<file path="src/rtl/uart_tx_buffered.sv">
// ----------------------------------------------------------------------------
// uart_tx_buffered
//
// Buffered UART transmitter. Bytes offered on data/valid are queued in a
// circular FIFO and serialised on tx as frames of the form
//   start(0) | DATA_BITS data bits, LSB first | optional parity | stop bit(s)
// Every bit period lasts DIV = CLK_FREQ / BAUD clock cycles. When more bytes
// are waiting at the end of a frame, the next start bit follows the last stop
// bit with no idle gap.
//
// Parameters
//   CLK_FREQ   clock frequency in Hz
//   BAUD       line rate; DIV = CLK_FREQ / BAUD must be >= 2
//   DATA_BITS  data bits per frame, 5..9
//   PARITY     0 none, 1 odd, 2 even
//   STOP_BITS  1 or 2
//   FIFO_DEPTH queue depth, power of two >= 2
//
// Ports
//   clock     in   sole clock, rising edge
//   reset     in   asynchronous active-high reset
//   data      in   byte to enqueue, taken when valid && ready
//   valid     in   producer offers data this cycle
//   ready     out  FIFO can accept this cycle (not full, not in reset)
//   overflow  out  one-cycle pulse: valid was high while ready was low
//   count     out  entries waiting in the FIFO (frame in flight excluded)
//   busy      out  transmitter is not idle
//   tx        out  registered serial line, idles high
// ----------------------------------------------------------------------------
module uart_tx_buffered #(
  parameter int CLK_FREQ   = 12000000,
  parameter int BAUD       = 115200,
  parameter int DATA_BITS  = 8,
  parameter int PARITY     = 0,
  parameter int STOP_BITS  = 1,
  parameter int FIFO_DEPTH = 16
) (
  input  logic                        clock,
  input  logic                        reset,
  input  logic [DATA_BITS-1:0]        data,
  input  logic                        valid,
  output logic                        ready,
  output logic                        overflow,
  output logic [$clog2(FIFO_DEPTH):0] count,
  output logic                        busy,
  output logic                        tx
);

  localparam int DIV = CLK_FREQ / BAUD;
  localparam int AW  = $clog2(FIFO_DEPTH);
  localparam int CW  = AW + 1;
  localparam int DCW = (DIV > 1) ? $clog2(DIV) : 1;
  localparam int BCW = 4;

  // Reject parameter sets the datapath below cannot represent.
  if (DIV < 2) begin : gDivCheck
    $error("uart_tx_buffered: CLK_FREQ / BAUD must be at least 2");
  end
  if (DATA_BITS < 5 || DATA_BITS > 9) begin : gBitsCheck
    $error("uart_tx_buffered: DATA_BITS must be 5..9");
  end
  if (PARITY < 0 || PARITY > 2) begin : gParityCheck
    $error("uart_tx_buffered: PARITY must be 0, 1 or 2");
  end
  if (STOP_BITS < 1 || STOP_BITS > 2) begin : gStopCheck
    $error("uart_tx_buffered: STOP_BITS must be 1 or 2");
  end
  if (FIFO_DEPTH < 2 || (FIFO_DEPTH & (FIFO_DEPTH - 1)) != 0) begin : gDepthCheck
    $error("uart_tx_buffered: FIFO_DEPTH must be a power of two >= 2");
  end

  typedef enum logic [2:0] {
    ST_IDLE,
    ST_START,
    ST_DATA,
    ST_PARITY,
    ST_STOP
  } state_e;

  // Frame sequencer state.
  state_e               state_q, state_d;
  logic [DCW-1:0]       divCnt_q, divCnt_d;
  logic [BCW-1:0]       bitCnt_q, bitCnt_d;
  logic [DATA_BITS-1:0] shift_q, shift_d;
  logic                 parity_q, parity_d;
  logic                 tx_q, tx_d;

  // FIFO state.
  logic [DATA_BITS-1:0] mem_q [FIFO_DEPTH];
  logic [AW-1:0]        wrPtr_q, rdPtr_q;
  logic [CW-1:0]        count_q, count_d;
  logic                 overflow_q;

  logic                 full;
  logic                 push;
  logic                 pop;
  logic                 periodEnd;
  logic [DATA_BITS-1:0] headData;

  // A pop never frees space for a write in the same cycle: ready only looks
  // at the current occupancy, so a full FIFO refuses even while draining.
  assign full     = (count_q == CW'(FIFO_DEPTH));
  assign ready    = !full && !reset;
  assign push     = valid && ready;
  assign headData = mem_q[rdPtr_q];
  assign count_d  = count_q + CW'(push) - CW'(pop);

  // Storage array. It carries no reset: an empty FIFO never exposes its
  // contents, and every slot is written before it can be popped.
  always_ff @(posedge clock) begin
    if (push) begin
      mem_q[wrPtr_q] <= data;
    end
  end

  // Pointers wrap naturally because FIFO_DEPTH is a power of two, so
  // ordering survives wrap-around without extra compare logic.
  always_ff @(posedge clock or posedge reset) begin
    if (reset) begin
      wrPtr_q    <= '0;
      rdPtr_q    <= '0;
      count_q    <= '0;
      overflow_q <= 1'b0;
    end else begin
      if (push) begin
        wrPtr_q <= wrPtr_q + AW'(1);
      end
      if (pop) begin
        rdPtr_q <= rdPtr_q + AW'(1);
      end
      count_q    <= count_d;
      overflow_q <= valid && !ready;
    end
  end

  // Sequencer next-state logic. The baud counter runs in every non-idle
  // state and wraps at DIV-1; bitCnt indexes data bits in DATA and stop bits
  // in STOP. A pop (from IDLE or on the last STOP cycle) always overrides
  // the normal transition and restarts the frame at START.
  always_comb begin
    state_d   = state_q;
    divCnt_d  = divCnt_q;
    bitCnt_d  = bitCnt_q;
    shift_d   = shift_q;
    parity_d  = parity_q;
    pop       = 1'b0;
    periodEnd = (divCnt_q == DCW'(DIV - 1));

    if (state_q != ST_IDLE) begin
      divCnt_d = periodEnd ? '0 : divCnt_q + DCW'(1);
    end

    case (state_q)
      ST_IDLE: begin
        if (count_q != '0) begin
          pop = 1'b1;
        end
      end
      ST_START: begin
        if (periodEnd) begin
          state_d  = ST_DATA;
          bitCnt_d = '0;
        end
      end
      ST_DATA: begin
        if (periodEnd) begin
          if (bitCnt_q == BCW'(DATA_BITS - 1)) begin
            bitCnt_d = '0;
            state_d  = (PARITY != 0) ? ST_PARITY : ST_STOP;
          end else begin
            bitCnt_d = bitCnt_q + BCW'(1);
            shift_d  = shift_q >> 1;
          end
        end
      end
      ST_PARITY: begin
        if (periodEnd) begin
          state_d  = ST_STOP;
          bitCnt_d = '0;
        end
      end
      ST_STOP: begin
        if (periodEnd) begin
          if (bitCnt_q == BCW'(STOP_BITS - 1)) begin
            if (count_q != '0) begin
              pop = 1'b1;
            end else begin
              state_d = ST_IDLE;
            end
          end else begin
            bitCnt_d = bitCnt_q + BCW'(1);
          end
        end
      end
      default: begin
        state_d = ST_IDLE;
      end
    endcase

    // Parity is fixed when the byte is loaded: XOR of the data gives even
    // parity, inverting it gives odd parity.
    if (pop) begin
      state_d  = ST_START;
      divCnt_d = '0;
      bitCnt_d = '0;
      shift_d  = headData;
      parity_d = (^headData) ^ (PARITY == 1);
    end

    // tx is registered, so it is derived from the state being entered.
    tx_d = 1'b1;
    case (state_d)
      ST_START:  tx_d = 1'b0;
      ST_DATA:   tx_d = shift_d[0];
      ST_PARITY: tx_d = parity_d;
      default:   tx_d = 1'b1;
    endcase
  end

  // Sequencer registers; reset abandons any frame in flight.
  always_ff @(posedge clock or posedge reset) begin
    if (reset) begin
      state_q  <= ST_IDLE;
      divCnt_q <= '0;
      bitCnt_q <= '0;
      shift_q  <= '0;
      parity_q <= 1'b0;
      tx_q     <= 1'b1;
    end else begin
      state_q  <= state_d;
      divCnt_q <= divCnt_d;
      bitCnt_q <= bitCnt_d;
      shift_q  <= shift_d;
      parity_q <= parity_d;
      tx_q     <= tx_d;
    end
  end

  assign busy     = (state_q != ST_IDLE);
  assign tx       = tx_q;
  assign overflow = overflow_q;
  assign count    = count_q;

endmodule

</file>
<file path="config.mk">
export PLATFORM = sky130hd
export DESIGN_NAME = uart_tx_buffered
export DESIGN_NICKNAME = d
export VERILOG_FILES = /design/src/rtl/uart_tx_buffered.sv
export SDC_FILE = /design/constraint.sdc
export NUM_CORES = 1
export LEC_CHECK = 0
export ABC_CLOCK_PERIOD_IN_PS = 3000
export CAP_MARGIN = 30
export CORE_ASPECT_RATIO = 0.7
export CORE_UTILIZATION = 30
export DETAILED_ROUTE_END_ITERATION = 10
export GPL_TIMING_DRIVEN = 0
export PLACE_DENSITY = 0.42
export SLEW_MARGIN = 20
export SYNTH_ARGS = -nofsm -noshare
export SYNTH_HDL_FRONTEND = slang
export SYNTH_SLANG_ARGS = --single-unit
</file>
<file path="constraint.sdc">
create_clock -name clock -period 3 [get_ports clock]
set_input_delay 0.45 -clock clock [delete_from_list [all_inputs] [get_ports clock]]
set_output_delay 0.45 -clock clock [all_outputs]
set_load 0.01 [all_outputs]
</file>
==> flow_summary.toml, run 1 <==
[timing]
clock_skew_ps = 15.3
finalCritPeriodShare_pct = 94.6
finalHoldViolCount = 0
hold-worst-slack_ps = 324
timing_worst_slew_pin_value_ps = 934
finalSetupTns_ps = 0
finalWorstSetupSlack_ps = 163
timing.final.setup_violations = 0
max_freq_mhz = 352
slew_viol_final = 0
finalCriticalPeriod_ps = 2840
relSlewSlack_pct = 37.5

[outcome]
outcome = "finished, final reports clean"

[final_layout]
fin_cells = 808
antennaDiodeCount = 0
area_growth_syn_to_layout_pct = 20.0
drive_above_1_share_pct = 21.0
post-route-cell-area_sq_um = 8350
finish.net_count = 509
layout.core_utilization_pct = 36.8
layout.filler_cells = 2181

[power]
pwr_density_cell_nw_per_um2 = 683
irDropWorstVdd_uv = 371
swShare_pct = 24.2
report.power.total_mw = 5.70
static-leakage-power_nw = 2.95
flop_pwr_share_pct = 47.7
power.switching_mw = 1.38
p_comb_share_pct = 12.2
cell_internal_pwr_mw = 4.32
clkPwrFrac_pct = 40.1

[synth]
seq_area_frac_synth_pct = 68.9
synth_area_leaders = "sky130_fd_sc_hd__edfxtp_1, sky130_fd_sc_hd__dfrtp_1, sky130_fd_sc_hd__mux4_2"
yosysWarnings = 0
mappedNetlistArea_sq_um = 6960
synth_largest_type_area_fraction_pct = 55.2
netlist.top_cell.by_area = "sky130_fd_sc_hd__edfxtp_1"
postSynth.topFlopCell = "sky130_fd_sc_hd__edfxtp_1"
synthArstFlopShare_pct = 22.9
synth_cells = 432
synth-seq-cells = 166
yosysUniqueCellTypes = 42
postSynthNetCount = 458
synth_enable_flop_cells = 128
syn_area_per_cell_sq_um = 16.1

[die]
io_pins = 20
fp-row-count = 46
core_area_sq_um = 22700
floorplan.die_area_sq_um = 23800
chipWidth_microns = 184
die_y_microns = 129
start_util_pct = 30.7

[worst_setup_path]
arrival_ps = 3150
worstReg2RegStart = "divCnt_q[4]"
timing.critical_path.from = "divCnt_q[4]"
timing.critical_path.cells = "nor4bb_4 -> and3_1 -> buf_6 -> nand3_2 -> a21o_1 -> buf_8 -> inv_8 -> ha_4 -> inv_1 -> ha_2 -> inv_2 -> fa_2 -> inv_2 -> a21oi_2 -> nor2_1 -> nor2_1 -> xnor2_1"
cpLargestDelayFamily = "simple AND/OR/NAND/NOR gates"
end_kind = "flip-flop"
required_ps = 3310
cp_num_buf_inv = 6
start_kind = "flip-flop"
cp_max_fo = 8
slowest_stage = "sky130_fd_sc_hd__dfrtp_1"
critPathMaxStageDelay_ps = 410
criticalPathCategory = "flip-flop to flip-flop"

[routing]
wl_per_cell_microns = 19.5
detail_route.first_pass.iterations = 4
vias_per_cell = 4.60
final_antenna_net_count = 0
via_count = 3715
postRouteWirelength_mm = 15.8
remaining_drc_errors = 0
drt_first_iter_violations = 375

[place]
placed_area_sq_um = 7610
portBuffers = 19
hpwl_mm = 10.5
dpl_worst_slack_ps = -330
gp_routability_congestion = 0.736
placed_cells_incl_taps = 766

[clocking]
worst_skew_pair.late_latency_ps = 430
cts_tree = "built"
cts_sinks = 166
clock_path_buffers = 2
cts_inserted_buffers = 17
h_tree_depth_reported_by_cts = 4
clkTransAtPathRegs_ps = 60
clockRootBuffer = "sky130_fd_sc_hd__clkbuf_16"

[global_routing]
grt_pass1_wl_mm = 23.6
gr-usage-all-layers_pct = 14.3
grt_max_degree = 28
global_route.overflow_total = 0
number_of_global_route_vias_before_repair = 3658
initial_antenna_violation_count = 1

[hold_path]
hold_path_class = "input pin to async pin"

[job]
maximum_capacitance_violations = 0
power groups by stage:
stage               combinational (mW)  sequential, mW  clock (mW)
floorplan                        0.414            2.76           0
global placement                 0.665            2.77           0
detailed placement               0.690            2.77           0
CTS                              0.693            2.72        2.34
global route                     0.786            2.74        2.43
finish                           0.695            2.72        2.29
timing repair:
item / 4_1_cts / 5_1_grt
gates resized for setup: 4 / 11
pin swaps: 2 / 7
endpoints found under the setup margin: 4 / 99
hold endpoints to repair: 0 / 0
buffers inserted: 3 / 10
hold buffers: 0 / 0
cloned: 1 / 0
per-layer routing:
layer	share of wire [%]	GRT usage (%)	vias up	wire (microns)
met5	0	0	-	0
met4	0.65	4.31	0	102
met3	6.6	3.91	7	1040
met2	41	18.9	56	6470
met1	52	22.3	1907	8140
li1	-	-	1745	-
layout make-up:
type / instances / area, sq um / area share [%]
multi-input combinational: 231 / 2050 / 24.6
sequential: 166 / 4800 / 57.4
tap: 312 / 390 / 4.67
clock inverter: 14 / 180 / 2.16
inverter: 15 / 63.8 / 0.764
buffer: 16 / 109 / 1.30
clock buffer: 18 / 429 / 5.14
timing repair inverter: 1 / 6.26 / 0.0749
timing repair buffer: 35 / 323 / 3.87
path summary, 6_finish.rpt:
check	cells past startpoint	slack, ps	endpoint
setup / recovery	17	160	count[4]
hold / removal	2	320	count[4]
setup reg to reg	17	160	count[4]
hold reg to reg	2	490	parity_q
max in group asynchronous	3	2160	tx
min in group clock	2	490	parity_q
logic make-up (layout without fill, tap and decap cells):
family | after synthesis | after routing | synth area share, %
XOR/XNOR | 20 | 20 | 2.52
flip-flops | 166 | 166 | 68.9
multiplexers | 40 | 40 | 11.5
AO/OA/AOI/OAI | 57 | 57 | 5.21
adder cells (fa/ha/maj) | 15 | 15 | 2.80
AND/OR/NAND/NOR | 99 | 99 | 6.56
buffers and inverters | 35 | 99 | 2.46
sequential cells by signal (all words and copies together) (netlist names), 3 cells and up:
signal    flops
mem_q       128
shift_q       8
divCnt_q      7
count         5
bitCnt_q      4
rdPtr_q       4
wrPtr_q       4
state_q       3
placed cells by master (no fill, tap or decap), drive strengths merged, types with 2 or more instances in the layout:
cell type,count
nand2,36
xnor2,16
xor2,4
mux4,32
nor3,5
or3,3
o21ai,18
a22oi,16
and2,2
ha,14
edfxtp,128
nand2b,4
nand3b,2
clkdlybuf4s50,19
bufinv,4
nand4,4
a21o,4
dfrtp,37
buf,29
mux2i,7
clkinv,7
a21oi,11
nor2b,4
inv,18
a22o,3
clkbuf,21
nor2,28
and3,2
nand3,5
a21boi,2
Yosys cell counts, types with 2 or more instances:
library cell	number
sky130_fd_sc_hd__inv_1	14
sky130_fd_sc_hd__nor2b_1	4
sky130_fd_sc_hd__and2_1	2
sky130_fd_sc_hd__nand2_1	36
sky130_fd_sc_hd__ha_1	14
sky130_fd_sc_hd__buf_1	4
sky130_fd_sc_hd__a22oi_1	16
sky130_fd_sc_hd__o21ai_0	17
sky130_fd_sc_hd__mux2i_1	7
sky130_fd_sc_hd__nor2_1	28
sky130_fd_sc_hd__nor3_1	5
sky130_fd_sc_hd__nand3b_1	2
sky130_fd_sc_hd__a21o_1	4
sky130_fd_sc_hd__a22o_1	3
sky130_fd_sc_hd__edfxtp_1	128
sky130_fd_sc_hd__buf_2	5
sky130_fd_sc_hd__xor2_1	4
sky130_fd_sc_hd__dfrtp_1	37
sky130_fd_sc_hd__nand3_1	5
sky130_fd_sc_hd__a21boi_0	2
sky130_fd_sc_hd__buf_6	3
sky130_fd_sc_hd__xnor2_1	16
sky130_fd_sc_hd__nand4_1	4
sky130_fd_sc_hd__clkbuf_1	5
sky130_fd_sc_hd__or3_1	3
sky130_fd_sc_hd__nand2b_1	4
sky130_fd_sc_hd__mux4_2	32
sky130_fd_sc_hd__a21oi_1	11
sky130_fd_sc_hd__and3_1	2
sky130_fd_sc_hd__buf_4	3
Power figures use the tool's default switching activity.
==> run 2, diff against run 1 <==
- PLACE_DENSITY: 0.42 -> unset
- PLACE_DENSITY_LB_ADDON: unset -> 0.25
==> run 2 against run 1 <==
  * Final cell count is 0.62% lower
  * Worst setup slack got worse by 19 ps
  * Maximum frequency is 0.65% lower
  * Register-to-register slack lost 20 ps
  * Routed wire length shrank 6.1%
  * Via count up 0.97%
  * Clock power is 10% lower
  * Power shrank 3.6%
  * Die area stayed put
  * Largest power group unchanged
==> flow_summary.toml, run 2 (synthesized netlist as in run 1, its figures left out) <==
[routing]
drt_first_iter_violations = 341
final_antenna_net_count = 0
postRouteWirelength_mm = 14.8
vias_per_cell = 4.67
wl_per_cell_microns = 18.4
detail_route.first_pass.iterations = 4
via_count = 3751
remaining_drc_errors = 0

[worst_setup_path]
arrival_ps = 3170
end_kind = "flip-flop"
crit_end = "count[4]"
start_kind = "flip-flop"
crit_cells = 17
criticalPathCategory = "flip-flop to flip-flop"
timing.critical_path.cells = "nor4bb_2 -> and3_1 -> buf_6 -> nand3_4 -> a21o_1 -> buf_8 -> inv_8 -> ha_4 -> inv_4 -> ha_4 -> inv_2 -> fa_2 -> inv_2 -> a21oi_2 -> nor2_1 -> nor2_1 -> xnor2_1"
critPathMaxStageDelay_ps = 430
cp_num_buf_inv = 6
timing.reg2reg.setup_slack_ps = 140
required_ps = 3320
slowest_stage = "sky130_fd_sc_hd__dfrtp_1"
worstReg2RegStart = "divCnt_q[4]"
timing.critical_path.from = "divCnt_q[4]"
cpLargestDelayFamily = "simple AND/OR/NAND/NOR gates"
critical_path.reg2reg.endpoint = "count[4]"
worst_r2r_path_depth = 17
cp_max_fo = 5

[die]
fp-row-count = 46
core_area_sq_um = 22700
chipWidth_microns = 184
start_util_pct = 30.7
io_pins = 20
die_y_microns = 129
floorplan.die_area_sq_um = 23800

[global_routing]
grt_pass1_wl_mm = 22.7
grt_max_degree = 23
initial_antenna_violation_count = 0
gr-usage-all-layers_pct = 13.5
global_route.overflow_total = 0
number_of_global_route_vias_before_repair = 3723

[clocking]
cts_hold_buf = 0
clockRootBuffer = "sky130_fd_sc_hd__clkbuf_16"
clkTransAtPathRegs_ps = 70
cts_sinks = 166
cts_tree = "built"
clock_path_buffers = 2
worst_skew_pair.late_latency_ps = 430
cts_inserted_buffers = 17
h_tree_depth_reported_by_cts = 4

[power]
static-leakage-power_nw = 2.91
swShare_pct = 25.4
p_comb_share_pct = 13.1
clkPwrFrac_pct = 37.5
irDropWorstVdd_uv = 351
pwr_density_cell_nw_per_um2 = 664
cell_internal_pwr_mw = 4.10
power.switching_mw = 1.39
report.power.total_mw = 5.49
flop_pwr_share_pct = 49.4

[timing]
finalHoldViolCount = 0
relSlewSlack_pct = 39.5
max_freq_mhz = 350
timing_worst_slew_pin_value_ps = 904
finalCriticalPeriod_ps = 2860
hold-worst-slack_ps = 361
timing.final.setup_violations = 0
finalCritPeriodShare_pct = 95.2
slew_viol_final = 0
clock_skew_ps = 15.3

[outcome]
outcome = "finished, final reports clean"

[final_layout]
multi_input_comb_area_sq_um = 2060
drive_above_1_share_pct = 20.6
largest_registers = "mem_q (128), shift_q (8), divCnt_q (7)"
flip_flop_count_of_the_largest_register_all_copies_and_words_added = 128
finish.net_count = 505
layout.cells.most_common = "sky130_fd_sc_hd__edfxtp_1"
area_growth_syn_to_layout_pct = 19.0
register_area_sq_um = 4800
layout.filler_cells = 2155
post-route-cell-area_sq_um = 8280
antennaDiodeCount = 0
largest_register = "mem_q"
layout.core_utilization_pct = 36.5
final_cell_mix = "sky130_fd_sc_hd__edfxtp_1, sky130_fd_sc_hd__dfrtp_1, sky130_fd_sc_hd__nand2_1, sky130_fd_sc_hd__mux4_2, sky130_fd_sc_hd__nor2_1"

[place]
placed_area_sq_um = 7600
gp_routability_congestion = 0.779
hpwl_mm = 10.0
portBuffers = 19

[job]
maximum_capacitance_violations = 0

[hold_path]
hold_path_class = "input pin to async pin"
run 2: per-layer routing:
layer	vias up	wire length, microns	global-route usage (%)
li1	1737	-	-
met1	1925	7150	20.6
met2	78	6430	18.5
met3	11	1120	3.60
met4	0	102	3.87
met5	-	0	0
run 2: area by class of cell:
cell class / count / area share (%)
sequential: 166 / 57.9
multi-input combinational: 231 / 24.9
clock buffer: 18 / 5.18
tap: 312 / 4.72
timing repair buffer: 30 / 3.54
clock inverter: 13 / 1.47
buffer: 17 / 1.36
inverter: 15 / 0.801
timing repair inverter: 1 / 0.0756
run 2: worst min path at each step:
stage | depth (start not counted) | end | slack, ps
floorplan | 2 | parity_q | 450
global placement | 2 | parity_q | 480
CTS | 2 | count[3] | 370
global route | 2 | wrPtr_q[0] | 390
finish | 2 | count[3] | 360
detailed placement | 2 | parity_q | 490
run 2: timing repair:
item	4_1_cts	5_1_grt
setup buffers	2	8
pin swaps	2	7
resized for setup	4	14
setup endpoints to repair	4	65
gates cloned	1	0
run 2: worst register-to-register path, stage by stage, from the launching register on:
cell	delay, ps
sky130_fd_sc_hd__dfrtp_1	430
sky130_fd_sc_hd__nor4bb_2	330
sky130_fd_sc_hd__and3_1	220
sky130_fd_sc_hd__buf_6	120
sky130_fd_sc_hd__nand3_4	70
sky130_fd_sc_hd__a21o_1	180
sky130_fd_sc_hd__buf_8	140
sky130_fd_sc_hd__inv_8	70
sky130_fd_sc_hd__ha_4	200
sky130_fd_sc_hd__inv_4	50
sky130_fd_sc_hd__ha_4	120
sky130_fd_sc_hd__inv_2	40
sky130_fd_sc_hd__fa_2	370
sky130_fd_sc_hd__inv_2	60
sky130_fd_sc_hd__a21oi_2	50
sky130_fd_sc_hd__nor2_1	110
sky130_fd_sc_hd__nor2_1	70
sky130_fd_sc_hd__xnor2_1	120
run 2: power groups by stage:
stage	combinational (mW)	sequential [mW]	clock [mW]
after floorplan	0.414	2.76	0
after global placement	0.662	2.76	0
after detailed placement	0.690	2.76	0
after CTS	0.696	2.72	2.11
after global routing	0.800	2.73	2.19
final	0.718	2.72	2.06
run 2: stage by stage:
stage	TNS (ps)	cells	worst slack (ps)
after floorplan	0	432	16.5
after global placement	-13880	763	-421
after detailed placement	-2850	764	-358
after CTS	0	796	4.56
after global routing	-20.5	803	-20.5
final	0	803	144
==> variant: new RTL, config.mk and constraints of run 2 <==
Re-encode `state_e` (5 states) as one-hot, 5 bits wide.
--- a/src/rtl/uart_tx_buffered.sv
+++ b/src/rtl/uart_tx_buffered.sv
@@ -71,8 +71,8 @@
 
-  typedef enum logic [2:0] {
-    ST_IDLE,
-    ST_START,
-    ST_DATA,
-    ST_PARITY,
-    ST_STOP
+  typedef enum logic [4:0] {
+    ST_IDLE   = 5'b00001,
+    ST_START  = 5'b00010,
+    ST_DATA   = 5'b00100,
+    ST_PARITY = 5'b01000,
+    ST_STOP   = 5'b10000
   } state_e;
Formal check against the unedited RTL: no difference found for any inputs over 10 cycles, from zero or initial values and one cycle with reset high; not proved beyond that.
==> variant against run 2 <==
- design area is 2.6% higher
- final cell count is 1.5% higher
- non-clock buffer count is 1 lower
- sequential share of layout area is 0.85 points lower
- synthesized area is 3.2% higher
- sequential cell count is 2 higher
- wire length is 0.85% higher
- highest routed layer unchanged
- largest power group unchanged
- power is 1.6% higher
- setup slack better by 0.042 ns
- core utilization is 0.30 points higher
==> variant: results (changes against run 2) <==
Clock tree:
- The number of cells upsized or downsized after cts is 6 (+2).

Global routing:
- The global-route wire length before repair is 22700 um (about the same).
- The met2 global-route usage is 17.5% (-0.93 points).
- The global routing usage on met1 is 19.3% (-1.3 points).
- The met3 layer usage reported by global route came to 3.61% (+0.0082 points).
- The via count of the first global-routing pass is 3891 (+4.5%).
- The total routing usage reported by global routing is 12.8% (-0.67 points).
- The maximum number of pins on one net before global-route repair is 35 (+52%).

Logic synthesis:
- The proportion of register bits with asynchronous set or reset after synthesis is 23.8% (+0.92 points).
- The mean area per synthesized cell was 16.1 um2 (about the same).
- Ranked by instance count, the synthesized netlist is headed by sky130_fd_sc_hd__edfxtp_1, sky130_fd_sc_hd__dfrtp_1, sky130_fd_sc_hd__nand2_1, sky130_fd_sc_hd__nor2_1, sky130_fd_sc_hd__mux4_2.
- The portion of the post-synthesis area used by sequential elements is 67.5% (-1.4 points).
- The number of different library cells in the post-synthesis netlist is 53 (+26%).
- The count of state elements after synthesis was 168 (+1.2%).
- The synthesized net count came to 472 (+3.1%).
- In the post-synthesis netlist, the biggest area contributors are sky130_fd_sc_hd__edfxtp_1, sky130_fd_sc_hd__dfrtp_1, sky130_fd_sc_hd__mux4_2.

Routing:
- The starting DRC count in detailed routing is 380 (+11%).
- The amount of wire on met3 after detailed routing is 956 um (-14%).
- The via density per instance is 4.84 (+3.6%).
- The wire length the detailed router placed on met1 is 7530 um (+5.3%).

Cells and area:
- The multi-input gate share of total cell area is 26.1% (+1.2 points).
- The final-layout clock buffer total is 21 (+3).
- The share of the core filled with cells came to 36.8% (+0.30 points).
- The share of layout cells above drive strength 1 is 18.1% (-2.5 points).
- The non-clock buffer area fraction after layout is 4.82% (-0.080 points).
- The layout buffer count excluding clock buffers is 46 (-2.1%).
- The number of ordinary inverters in the final layout is 15 (-1).
- The post-layout instance count excluding filler cells is 815 (+1.5%).
- The number of inserted filler cells in the final layout was 2159 (+0.19%).

Place:
- The weighted congestion at the end of routability-driven global placement is 0.791 (+1.5%).
- The area of placed instances was 0.00781 mm2 (+2.8%).
- The cell count after placement is 779 (+2.0%).
- The HPWL after detailed placement is 10300 um (+2.8%).
- The pre-CTS worst setup slack is -0.471 ns (-0.113 ns).

Power:
- The internal power consumption is 4.26 mW (+4.0%).
- The maximum resistive drop on vdd is 0.419 mV (+20%).
- The standby leakage power was 2.95 nW (+1.3%).

Setup path:
- The worst endpoint data arrival time is 3.15 ns (-0.02 ns).
- The delay of the slowest cell on the worst path was 0.51 ns (+0.08 ns).
- The kind of cell with the highest combined delay on the critical path is adder cells.
- The largest fanout of any net on the critical path came to 8 (+3).
- The cell type of the slowest stage on the worst timing path is sky130_fd_sc_hd__dfstp_2.

STA:
- The clock tree skew after final layout is 0.00989 ns (-0.00546 ns).

Outcome:
- The run finished with clean final reports.
[variant: cells by family after synthesis]
group / synth area share (%)
AOI/OAI and AO/OA: 5.31
xor gates and xnor gates: 2.56
adders and majority gates: 2.72
buffers and inverters: 2.68
DFF: 67.5
muxes: 11.9
and+or+nand+nor: 7.33
[variant: worst reg2reg max path: stages, from the launching register on]
cell and delay [ns]:
sky130_fd_sc_hd__dfstp_2 0.51, sky130_fd_sc_hd__clkbuf_1 0.35, sky130_fd_sc_hd__nand3b_1 0.34, sky130_fd_sc_hd__a21oi_4 0.28
sky130_fd_sc_hd__buf_12 0.12, sky130_fd_sc_hd__ha_1 0.11, sky130_fd_sc_hd__inv_1 0.04, sky130_fd_sc_hd__ha_1 0.20
sky130_fd_sc_hd__fa_2 0.37, sky130_fd_sc_hd__a21oi_2 0.12, sky130_fd_sc_hd__nor2_1 0.05, sky130_fd_sc_hd__nor2_1 0.12
sky130_fd_sc_hd__xnor2_1 0.12
[variant: path summary, 6_finish.rpt]
kind / start / end / slack, ns / cells after the start
setup / recovery: state_q[0] / count[4] / 0.19 / 12
hold / removal: reset / count[4] / 0.28 / 2
setup reg to reg: state_q[0] / count[4] / 0.19 / 12
hold reg to reg: divCnt_q[0] / divCnt_q[0] / 0.52 / 1
max in group asynchronous: reset / state_q[0] / 2.22 / 3
min in group clock: divCnt_q[0] / divCnt_q[0] / 0.52 / 1
[variant: power by group through the flow]
| stage | combinational, mW | clock, mW | sequential, mW |
|---|---|---|---|
| floorplan | 0.401 | 0 | 2.79 |
| global placement | 0.638 | 0 | 2.78 |
| detailed placement | 0.669 | 0 | 2.79 |
| CTS | 0.673 | 2.20 | 2.75 |
| global route | 0.767 | 2.30 | 2.77 |
| finish | 0.688 | 2.15 | 2.75 |
